$ cat src/rtl/axi4stream_rr_arbiter_pkg.sv
// Shared types and helpers for the AXI4-Stream round-robin arbiter.
// Optional feature macro used by the design: AXI4STREAM_RR_ARBITER_TID_EN.
package axi4stream_rr_arbiter_pkg;

  typedef enum logic {IDLE, GRANT} arb_state_t;

  localparam int SKID_DEPTH = 2;
  localparam int MAX_PORTS  = 16;

  // One-hot winner: first requester strictly after 'last', wrapping at num_ports.
  function automatic logic [MAX_PORTS-1:0] next_rr(
    input logic [MAX_PORTS-1:0] req,
    input logic [MAX_PORTS-1:0] last,
    input logic [4:0]           num_ports
  );
    logic [4:0] last_idx;
    logic [4:0] idx;
    logic       found;
    next_rr  = '0;
    last_idx = '0;
    found    = 1'b0;
    for (int i = 0; i < MAX_PORTS; i++) begin
      if (last[i]) last_idx = 5'(i);
    end
    for (int k = 1; k <= MAX_PORTS; k++) begin
      idx = 5'(int'(last_idx) + k);
      if (idx >= num_ports) idx = idx - num_ports;
      if ((5'(k) <= num_ports) && !found && req[idx[3:0]]) begin
        next_rr[idx[3:0]] = 1'b1;
        found             = 1'b1;
      end
    end
  endfunction

endpackage

$ cat src/rtl/axi4stream_rr_arbiter_skid.sv
// Two-entry registered output buffer; in_ready comes straight from a flop.
// Payload width includes the source index when AXI4STREAM_RR_ARBITER_TID_EN is set.
module axi4stream_skid_buffer
  import axi4stream_rr_arbiter_pkg::*;
#(
  parameter int WIDTH = 8
) (
  input  logic             aclk,
  input  logic             aresetn,
  input  logic             in_valid,
  output logic             in_ready,
  input  logic [WIDTH-1:0] in_data,
  output logic             out_valid,
  input  logic             out_ready,
  output logic [WIDTH-1:0] out_data
);

  logic [WIDTH-1:0] mem_q [SKID_DEPTH];
  logic [WIDTH-1:0] mem_d [SKID_DEPTH];
  logic [1:0]       occ_q, occ_d;
  logic             rdy_q;
  logic             push, pop;

  assign push      = in_valid & rdy_q;
  assign pop       = (occ_q != 2'd0) & out_ready;
  assign in_ready  = rdy_q;
  assign out_valid = (occ_q != 2'd0);
  assign out_data  = mem_q[0];

  // Pop shifts first, so the post-pop occupancy is the free slot for a push.
  always_comb begin
    mem_d = mem_q;
    occ_d = occ_q;
    if (pop) begin
      mem_d[0] = mem_q[1];
      occ_d    = occ_d - 2'd1;
    end
    if (push) begin
      if (occ_d == 2'd0) mem_d[0] = in_data;
      else               mem_d[1] = in_data;
      occ_d = occ_d + 2'd1;
    end
  end

  always_ff @(posedge aclk) begin
    if (!aresetn) begin
      occ_q <= 2'd0;
      rdy_q <= 1'b1;
      for (int i = 0; i < SKID_DEPTH; i++) mem_q[i] <= '0;
    end else begin
      occ_q <= occ_d;
      rdy_q <= (occ_d < 2'(SKID_DEPTH));
      mem_q <= mem_d;
    end
  end

endmodule

$ cat src/rtl/axi4stream_rr_arbiter.sv
// Round-robin arbiter sharing one AXI4-Stream output among NUM_PORTS producers.
// Define AXI4STREAM_RR_ARBITER_TID_EN to add m_axis_tid (source port of each beat).
module axi4stream_rr_arbiter
  import axi4stream_rr_arbiter_pkg::*;
#(
  parameter int NUM_PORTS  = 4,
  parameter int DATA_WIDTH = 8,
  parameter int MAX_BURST  = 16
) (
  input  logic                            aclk,
  input  logic                            aresetn,
  input  logic [NUM_PORTS-1:0]            s_axis_tvalid,
  output logic [NUM_PORTS-1:0]            s_axis_tready,
  input  logic [NUM_PORTS*DATA_WIDTH-1:0] s_axis_tdata,
  output logic                            m_axis_tvalid,
  input  logic                            m_axis_tready,
  output logic [DATA_WIDTH-1:0]           m_axis_tdata,
  output logic [NUM_PORTS-1:0]            grant,
  output logic                            busy
`ifdef AXI4STREAM_RR_ARBITER_TID_EN
  ,
  output logic [$clog2(NUM_PORTS)-1:0]    m_axis_tid
`endif
);

  localparam int CNT_W = $clog2(MAX_BURST + 1);
  localparam int TID_W = $clog2(NUM_PORTS);
`ifdef AXI4STREAM_RR_ARBITER_TID_EN
  localparam int PAY_W = DATA_WIDTH + TID_W;
`else
  localparam int PAY_W = DATA_WIDTH;
`endif

  arb_state_t           state_q, state_d;
  logic [NUM_PORTS-1:0] grant_q, grant_d;
  logic [NUM_PORTS-1:0] last_q, last_d;
  logic [CNT_W-1:0]     cnt_q, cnt_d;
  logic [MAX_PORTS-1:0] rr_win;
  logic                 granted_valid;
  logic                 accept;
  logic                 skid_in_ready;
  logic [DATA_WIDTH-1:0] sel_data;
  logic [PAY_W-1:0]     skid_in, skid_out;

  assign granted_valid = |(s_axis_tvalid & grant_q);
  assign accept        = granted_valid & skid_in_ready;

  always_ff @(posedge aclk) begin
    if (!aresetn) begin
      state_q <= IDLE;
      grant_q <= '0;
      last_q  <= {1'b1, {(NUM_PORTS-1){1'b0}}};
      cnt_q   <= '0;
    end else begin
      state_q <= state_d;
      grant_q <= grant_d;
      last_q  <= last_d;
      cnt_q   <= cnt_d;
    end
  end

  always_comb begin
    state_d = state_q;
    grant_d = grant_q;
    last_d  = last_q;
    cnt_d   = cnt_q;
    rr_win  = next_rr(MAX_PORTS'(s_axis_tvalid), MAX_PORTS'(last_q), 5'(NUM_PORTS));
    case (state_q)
      IDLE: begin
        if (|s_axis_tvalid) begin
          state_d = GRANT;
          grant_d = NUM_PORTS'(rr_win);
          last_d  = NUM_PORTS'(rr_win);
          cnt_d   = '0;
        end
      end
      GRANT: begin
        // A dropped valid and a burst-final beat release identically.
        if (!granted_valid || (accept && (cnt_q == CNT_W'(MAX_BURST - 1)))) begin
          state_d = IDLE;
          grant_d = '0;
        end else if (accept) begin
          cnt_d = cnt_q + CNT_W'(1);
        end
      end
      default: state_d = IDLE;
    endcase
  end

  always_comb begin
    grant         = grant_q;
    busy          = (state_q == GRANT);
    s_axis_tready = grant_q & {NUM_PORTS{skid_in_ready}};
    sel_data      = '0;
    for (int i = 0; i < NUM_PORTS; i++) begin
      if (grant_q[i]) sel_data = s_axis_tdata[i*DATA_WIDTH +: DATA_WIDTH];
    end
`ifdef AXI4STREAM_RR_ARBITER_TID_EN
    skid_in = {TID_W'(0), sel_data};
    for (int i = 0; i < NUM_PORTS; i++) begin
      if (grant_q[i]) skid_in = {TID_W'(i), sel_data};
    end
`else
    skid_in = sel_data;
`endif
  end

  axi4stream_skid_buffer #(
    .WIDTH(PAY_W)
  ) u_skid (
    .aclk     (aclk),
    .aresetn  (aresetn),
    .in_valid (granted_valid),
    .in_ready (skid_in_ready),
    .in_data  (skid_in),
    .out_valid(m_axis_tvalid),
    .out_ready(m_axis_tready),
    .out_data (skid_out)
  );

`ifdef AXI4STREAM_RR_ARBITER_TID_EN
  assign {m_axis_tid, m_axis_tdata} = skid_out;
`else
  assign m_axis_tdata = skid_out;
`endif

endmodule
$ cat config.mk
export PLATFORM = sky130hd
export DESIGN_NAME = axi4stream_rr_arbiter
export DESIGN_NICKNAME = d
export VERILOG_FILES = /design/src/rtl/axi4stream_rr_arbiter_pkg.sv /design/src/rtl/axi4stream_rr_arbiter_skid.sv /design/src/rtl/axi4stream_rr_arbiter.sv
export SDC_FILE = /design/constraint.sdc
export NUM_CORES = 1
export LEC_CHECK = 0
export BUFFER_PORTS_ARGS = -buffer_cell sky130_fd_sc_hd__buf_2
export CORE_ASPECT_RATIO = 2
export CORE_MARGIN = 1
export CORE_UTILIZATION = 45
export CTS_BUF_LIST = sky130_fd_sc_hd__clkbuf_8 sky130_fd_sc_hd__clkbuf_16
export CTS_CLUSTER_DIAMETER = 200
export DETAILED_ROUTE_END_ITERATION = 12
export GPL_ROUTABILITY_DRIVEN = 0
export HOLD_SLACK_MARGIN = 0.02
export PLACE_DENSITY_LB_ADDON = 0.1
export SLEW_MARGIN = 15
export SYNTH_ARGS = -nofsm -noshare
export SYNTH_HDL_FRONTEND = slang
export SYNTH_SLANG_ARGS = --single-unit
export TNS_END_PERCENT = 100
$ cat constraint.sdc
create_clock -name aclk -period 5 [get_ports aclk]
set_clock_uncertainty 0.2 [all_clocks]
set_input_delay 1 -clock aclk [delete_from_list [all_inputs] [get_ports aclk]]
set_output_delay 1 -clock aclk [all_outputs]
set_load 0.1 [all_outputs]
# Yosys cells after proc, flatten, opt, wreduce, memory -nomap -nowiden
# Cells that the tools add are included.
# W data, S select, Z words.
[word_totals] reg_bits=33 in_bits=39
[classes] addsub=11 magnitude_cmp=13 eq_ne=5 mux=50 n_bitwise=9 reduce_logical=21
[ops] operator="$mux W8" n=7
[ops] operator="$mux W4" n=10
[ops] operator="$mux W5" n=5
[ops] operator="$ge A5 B3 Y1 const B" n=4
[ops] operator="$lt A4 B5 Y1 const B" n=4
[ops] operator="$bmux W1 S4" n=4
[ops] operator="$demux W1 S4" n=4
[ops] operator="$ge A4 B1 Y1 const B" n=4
[ops] operator="$mux W16" n=1
[ops] operator="$sub A4 B3 Y4 const B" n=4
[ops] operator="$mux W1" n=14
[ops] operator="$or A4 B4 Y4" n=3
[ops] operator="$add A5 B1 Y5 const B" n=2
[ops] operator="$add A5 B2 Y5 const B" n=2
[ops] operator="$pmux W5 S2" n=1
[ops] operator="$and A4 B4 Y4" n=2
[ops] operator="$logic_and A1 B1 Y1" n=8
[ops] operator="$pmux W4 S2" n=1
[ops] operator="$reduce_or A4 Y1" n=2
[ops] operator="$reduce_and A2 Y1" n=3
[ops] operator="$add A5 B3 Y5 const B" n=1
[ops] operator="$eq A5 B4 Y1 const B" n=1
[ops] operator="$logic_not A1 Y1" n=4
[ops] operator="$mux W2" n=2
[ops] operator="other kinds (12)" n=16

# Longest topological paths before layout
# Gate-level depths: netlist (run 1).
[logic_depth] word_depth=20 mapped_depth=11

# Cells and area by module
# Synthesis (run 1) repeated with hierarchy kept, for this count alone.
[unflattened] hier_cells=273 hier_area_um2=2182.1
[by_module_without_submodules] mod="axi4stream_rr_arbiter" n_inst=1 cells_each=167 area_per_inst_um2=1243.7 seq_area_each_um2=260.2
[by_module_without_submodules] mod="axi4stream_skid_buffer" n_inst=1 cells_each=106 area_per_inst_um2=938.4 seq_area_each_um2=380.4

# Least setup slack after synthesis (run 1)
# Ideal clock, no wire load.
[synth_timing] path_kind="reg2out" startpoint="register grant_q[3] (netlist: grant[3])" endpoint="output s_axis_tready[3]" t_arrival_ps=2325 t_required_ps=3800 setup_slack_ps=1475 path_stages_with_launch=4 path_cell_list="dfxtp_1 > buf_2 > clkbuf_1 > and2_1"
[synth_between] elab_chain_cells=1
[synth_rtl] element="start, declared" line="axi4stream_rr_arbiter.sv:35" rtl="logic [NUM_PORTS-1:0] grant_q, grant_d;"
[synth_rtl] element="start signal, assigned" line="axi4stream_rr_arbiter.sv:56" rtl="grant_q <= grant_d;"
[synth_rtl] element="$and A4 B4 Y4" line="axi4stream_rr_arbiter.sv:93" rtl="s_axis_tready = grant_q & {NUM_PORTS{skid_in_ready}};"
[synth_rtl] element="end, declared" line="axi4stream_rr_arbiter.sv:13" rtl="output logic [NUM_PORTS-1:0] s_axis_tready,"
# Every way passes these cells.

# Worst setup path in the final report (run 1)
[layout_timing] startpoint="register last_q[2]" endpoint="register last_q[2]"
[layout_between] elab_chain_cells=17 elab_cells_between_ends=62 classes_between="add/sub (8); order compare (12); mux (29); bitwise (3); reduce/logical (10)"
[layout_rtl] element="start, declared" line="axi4stream_rr_arbiter.sv:36" rtl="logic [NUM_PORTS-1:0] last_q, last_d;"
[layout_rtl] element="start signal, assigned" line="axi4stream_rr_arbiter.sv:52" rtl="last_q <= {1'b1, {(NUM_PORTS-1){1'b0}}};"
[layout_rtl] element="start signal, assigned" line="axi4stream_rr_arbiter.sv:57" rtl="last_q <= last_d;"
[layout_rtl] element="$mux W5 (*) (2 in series)" line="axi4stream_rr_arbiter_pkg.sv:23" rtl="if (last[i]) last_idx = 5'(i);"
[layout_rtl] element="branches (longest 14 deep; another with $add A5 B1 Y5)"
[layout_rtl] element="$mux W4 (*)" line="axi4stream_rr_arbiter_pkg.sv:28" rtl="if ((5'(k) <= num_ports) && !found && req[idx[3:0]]) begin"
# Every way passes the cells marked *. The select of a mux whose other input is x is not followed.
# A chain may end at the register's enable or synchronous reset.

==> results.py, run 1 <==
metrics = {
    "outcome": {
        "status": "finished clean",
    },
    "synth": {
        "synthesis.area_um2": 2130,
        "synth-xor-area-share": 0.0164,
        "ys_warn_count": 0,
        "synthArstFlopShare": 0,
        "ys_ff_latch": 32,
        "synth.avg_cell_area_um2": 8.43,
        "synth_edf_count": 0,
        "yosys_most_used_dff": "dfxtp_1",
        "yosys.area_share.adder": 0.0704,
        "synth_nets": 304,
        "synth_mux_area_frac": 0.0903,
        "ys_seq_area_frac": 0.300,
        "synth_top_family_by_area": "simple AND/OR/NAND/NOR gates",
        "synth-simple-area-share": 0.259,
        "ys_types": 46,
        "synth_compound_area_frac": 0.196,
        "synthCells": 253,
    },
    "layout": {
        "syn2layout_area_growth_pct": 15.7,
        "final_common_cell": "buf_2",
        "num_antenna_cells": 0,
        "drive_gt1_frac": 0.249,
        "final_cell_mix": "buf_2 (56), nand2_1 (34), dfxtp_1 (32)",
        "final_nets": 347,
    },
    "pwr": {
        "ir_drop_v": 0.000402,
        "leakage_nw": 1.28,
        "power_density_nw_per_um2": 609,
    },
    "grt": {
        "grt_pass1_wl_um": 8350,
        "grt-ovfl-total": 0,
        "grt_max_degree": 31,
        "antenna_found_initial": 0,
        "track_usage": 0.223,
        "grt_pass1_vias": 1869,
    },
    "cts": {
        "clock_latency_ps": 280,
        "cts.clk_slew.worst_paths_ps": 70,
        "cts-root-buf": "clkbuf_8",
        "cts_hold_buffers": 0,
        "numCtsBuffers": 5,
        "h-tree-depth": 2,
        "cts_tree": "built",
        "post_cts_buffers": 0,
        "cts_buffer_depth": 2,
        "cts.repair.resized": 0,
        "clock_sinks": 32,
    },
    "setup_path": {
        "crit_path_end": "last_q[2]",
        "worstPathArrival_ps": 3140,
        "critPathKind": "reg -> reg",
        "critPathMaxFanout": 7,
        "cp.required_ps": 4940,
        "r2r_start": "last_q[2]",
        "r2r_slack_ps": 1800,
        "reg2reg_depth": 10,
        "cp-start-kind": "register",
        "timing.rr.end": "last_q[2]",
        "startpoint": "last_q[2]",
        "end_kind": "register",
    },
    "route": {
        "drt-initial-drc-count": 20,
        "ant_nets": 0,
        "vias": 1931,
        "wl_per_cell_um": 14.4,
        "finalWirelength_um": 5070,
        "firstDrtPassIters": 4,
        "drc": 0,
        "avgViaCountPerCell": 5.49,
    },
    "sta": {
        "setup_violations": 0,
        "layout_min_cycle_time_ps": 3200,
        "fin_tns_setup_ps": 0,
        "rsz0062_at_grt": "false",
        "slew-limit-headroom": 0.379,
        "timing.fmax_mhz": 313,
        "report.final.hold_viol_count": 0,
        "holdWs_ps": 300,
        "tightest_slew_ps": 929,
        "min_period_over_period": 0.639,
        "report.final.slew_viol_count": 0,
    },
    "placement": {
        "detailed_place_hpwl_um": 3940,
        "io_buffer_count": 56,
    },
    "floorplan": {
        "die_w_um": 50.7,
        "io_pins": 57,
        "start_util": 0.464,
        "rows": 35,
        "dieArea_um2": 5040,
        "die_h_um": 99.4,
        "fp.coreArea_um2": 4600,
    },
    "hold_path": {
        "hp-class": "reg -> reg",
    },
    "flow_run": {
        "drv_cap": 0,
    },
}
state kept, by name, summed over array words and instances (netlist names):
signal,cells
busy,1
cnt_q,5
grant,4
last_q,3
u_skid.in_ready,1
u_skid.mem_q,8
u_skid.occ_q,2
u_skid.out_data,8
critical path: stages (launching register included):
cell and delay, ps:
dfxtp_1 410, nor2b_4 60, nor2_2 290, inv_1 160, ha_1 370, mux2_1 320, or3_1 330, and3_4 210
a311o_1 350, a22oi_1 240, a21oi_1 100
area by class of cell:
cell class	instances	area, um^2
clock buffers	6	82.6
repair buffers	56	280
well taps	55	68.8
flip-flops and latches	32	641
clock inverters	2	10.0
inverters	10	37.5
multi-input cells	191	1350
fillers	506	2130
power by group:
part | switching (mW) | leakage [nW] | internal (mW)
registers | 0.0758 | 0.262 | 0.331
logic | 0.630 | 0.970 | 0.262
clock network | 0.0943 | 0.0510 | 0.110
logic make-up after synthesis:
logic type	count (synthesis)
buffers and inverters	30
muxes	16
and+or+nand+nor	103
AOI/OAI and AO/OA	56
xor gates and xnor gates	4
adders and majority gates	12
DFF	32
Yosys cell counts (all sizes together), types with 2 or more instances:
master | instances | area share
nand2 | 34 | 0.060
dfxtp | 32 | 0.30
nor2b | 17 | 0.053
ha | 12 | 0.070
a21oi | 11 | 0.026
and3 | 11 | 0.035
clkbuf | 11 | 0.019
mux2i | 11 | 0.052
inv | 10 | 0.018
nor2 | 10 | 0.019
o21ai | 10 | 0.023
a221oi | 9 | 0.037
buf | 9 | 0.030
nor3 | 9 | 0.026
o211a | 8 | 0.038
and2 | 7 | 0.021
a22oi | 5 | 0.018
nand2b | 5 | 0.015
o21a | 4 | 0.014
a311o | 3 | 0.014
mux2 | 3 | 0.018
xor2 | 3 | 0.012
a2111oi | 2 | 0.011
mux4 | 2 | 0.021
nand3 | 2 | 0.0047
nor3b | 2 | 0.0070
or2b | 2 | 0.0070
worst min path at each step:
stage               startpoint         endpoint  slack [ps]  cells past startpoint
2_1_floorplan  u_skid.mem_q[0]  u_skid.mem_q[0]         270                      1
3_3_place_gp   u_skid.mem_q[1]  u_skid.mem_q[1]         280                      1
3_5_place_dp   u_skid.mem_q[5]  u_skid.mem_q[5]         290                      1
4_1_cts        u_skid.mem_q[5]  u_skid.mem_q[5]         300                      1
5_1_grt        u_skid.mem_q[5]  u_skid.mem_q[5]         320                      1
6_report       u_skid.mem_q[3]  u_skid.mem_q[3]         300                      1
through the flow:
stage	total power, mW	instances	instance area, um^2	utilization	setup slack [ps]
finish	1.50	352	2470	0.537	1800
global route	1.60	352	2470	0.537	1590
CTS	1.52	352	2470	0.537	1790
detailed placement	1.31	344	2380	0.517	1690
global placement	1.30	344	2380	0.517	1760
floorplan	1.19	253	2130	-	1480
routing by layer:
| metal | track usage | routed length (um) | vias to the layer above |
|---|---|---|---|
| met2 | 0.443 | 2950 | 48 |
| met3 | 0.0382 | 165 | 9 |
| met1 | 0.211 | 1820 | 897 |
| li1 | - | - | 977 |
| met5 | 0 | 0 | - |
| met4 | 0.0962 | 126 | 0 |
Note: power is estimated with default switching activity, not from simulation.
==> run 2, diff against run 1 <==
==> constraint.sdc (replaced) <==
create_clock -name aclk -period 3.1 [get_ports aclk]
set_clock_uncertainty 0.2 [all_clocks]
set_input_delay 0.62 -clock aclk [delete_from_list [all_inputs] [get_ports aclk]]
set_output_delay 0.62 -clock aclk [all_outputs]
set_load 0.1 [all_outputs]
==> run 2 against run 1 <==
  * First-iteration DRC count rose by 65%
  * Maximum frequency increased by 12%
  * Core utilization increased by 2.3 points
  * Clock power is 93% higher
  * Power grew 71%
  * Die area unchanged
  * Cell count increased by 3.1%
  * Sequential cell count unchanged
  * Clock-buffer cell count down 1
  * Sequential share of layout area is 1.0 points lower
  * Via count rose by 4.0%
  * Critical path type unchanged
  * Critical endpoint is now last_q[1]
  * Largest power group unchanged
  * Highest routed layer unchanged
==> results.py, run 2 (synthesized netlist as in run 1, its figures left out) <==
metrics = {
    "pwr": {
        "leakage_nw": 1.34,
        "ir_drop_v": 0.000449,
        "power_density_nw_per_um2": 997,
    },
    "layout": {
        "drive_gt1_frac": 0.282,
        "final_nets": 358,
        "nFillCells": 490,
        "final_common_cell": "buf_2",
        "num_antenna_cells": 0,
        "syn2layout_area_growth_pct": 20.6,
        "final_cells": 363,
        "final_cell_mix": "buf_2 (56), nand2_1 (34), dfxtp_1 (32)",
        "finish.utilization": 0.559,
    },
    "hold_path": {
        "holdPathStages": 1,
        "hold_end": "u_skid.mem_q[3]",
        "hold_path.startpoint": "u_skid.mem_q[3]",
        "hp-class": "reg -> reg",
    },
    "grt": {
        "antenna_found_initial": 0,
        "grt_pass1_vias": 1987,
        "grt-ovfl-total": 0,
        "track_usage": 0.229,
        "grt_max_degree": 31,
        "grt_pass1_wl_um": 8660,
    },
    "cts": {
        "cts.repair.resized": 0,
        "clock_sinks": 32,
        "cts_hold_buffers": 0,
        "cts_tree": "built",
        "cts.clk_slew.worst_paths_ps": 70,
        "numCtsBuffers": 5,
        "post_cts_buffers": 0,
        "cts_buffer_depth": 2,
        "cts-root-buf": "clkbuf_8",
        "h-tree-depth": 2,
        "clock_latency_ps": 280,
    },
    "sta": {
        "timing.fmax_mhz": 352,
        "fin_tns_setup_ps": 0,
        "tightest_slew_ps": 646,
        "rsz0062_at_grt": "false",
        "layout_min_cycle_time_ps": 2840,
        "report.final.hold_viol_count": 0,
        "min_period_over_period": 0.917,
        "slew-limit-headroom": 0.568,
        "setup_violations": 0,
        "fin_ws_ps": 257,
        "report.final.slew_viol_count": 0,
    },
    "placement": {
        "dp_slack_ps": 277,
        "io_buffer_count": 56,
        "detailed_place_hpwl_um": 4280,
        "numPlacedInstances": 355,
    },
    "route": {
        "wl_per_cell_um": 15.1,
        "ant_nets": 0,
        "avgViaCountPerCell": 5.53,
        "firstDrtPassIters": 4,
        "vias": 2009,
        "drt-initial-drc-count": 33,
        "finalWirelength_um": 5490,
        "drc": 0,
    },
    "floorplan": {
        "io_pins": 57,
        "rows": 35,
        "die_w_um": 50.7,
        "start_util": 0.464,
        "die_h_um": 99.4,
        "fp.coreArea_um2": 4600,
        "dieArea_um2": 5040,
    },
    "setup_path": {
        "critical_path.top_delay_family": "simple AND/OR/NAND/NOR gates",
        "max_stage_delay_ps": 340,
        "critPathKind": "reg -> reg",
        "r2r_start": "last_q[1]",
        "worstPathArrival_ps": 2810,
        "timing.rr.end": "last_q[1]",
        "r2r_slack_ps": 260,
        "critical_path_depth": 10,
        "cp-start-kind": "register",
        "cp.required_ps": 3070,
        "crit_slowest_cell": "dfxtp_1",
        "critPathMaxFanout": 4,
        "end_kind": "register",
        "path_buf_inv": 1,
        "crit_chain": "nor2b_4 > nor2_2 > inv_1 > ha_1 > mux2_1 > or3_1 > and3_4 > a311o_1 > a22oi_1 > a21oi_1",
        "reg2reg_depth": 10,
    },
    "flow_run": {
        "drv_cap": 0,
    },
    "outcome": {
        "status": "finished clean",
    },
}
run 2: worst max-delay path by stage:
stage,from,endpoint,slack (ps)
after detailed placement,last_q[2],last_q[3],280
final,last_q[1],last_q[1],260
after CTS,last_q[1],last_q[3],270
after global placement,last_q[2],last_q[3],360
after global routing,last_q[2],last_q[3],130
after floorplan,u_skid.occ_q[0],u_skid.mem_q[6],190
run 2: per-stage QoR:
step | instance area [um^2] | hold slack (ps) | power [mW]
after detailed placement | 2460 | 290 | 2.18
after global placement | 2460 | 280 | 2.16
final | 2570 | 303 | 2.57
after CTS | 2570 | 306 | 2.58
after global routing | 2570 | 316 | 2.72
after floorplan | 2140 | 272 | 1.93
run 2: cell type report:
cell class,instances,area [um^2],area share
timing repair buffer,67,363,0.141
tap,55,68.8,0.0268
inverter,10,41.3,0.0161
clock inverter,3,38.8,0.0151
multi-input combinational,191,1350,0.525
sequential,32,641,0.249
clock buffer,5,68.8,0.0268
run 2: layer usage:
metal | routed length, um | up-vias | track usage
met5 | 0 | - | 0
met4 | 144 | 0 | 0.111
met3 | 167 | 12 | 0.0275
met2 | 3140 | 61 | 0.469
met1 | 2040 | 936 | 0.203
li1 | - | 1000 | -
run 2: power by group:
part	switching (mW)	leakage, nW	total, mW	internal, mW
combinational	1.09	1.02	1.56	0.469
clock	0.158	0.0593	0.393	0.235
sequential	0.0836	0.262	0.617	0.533
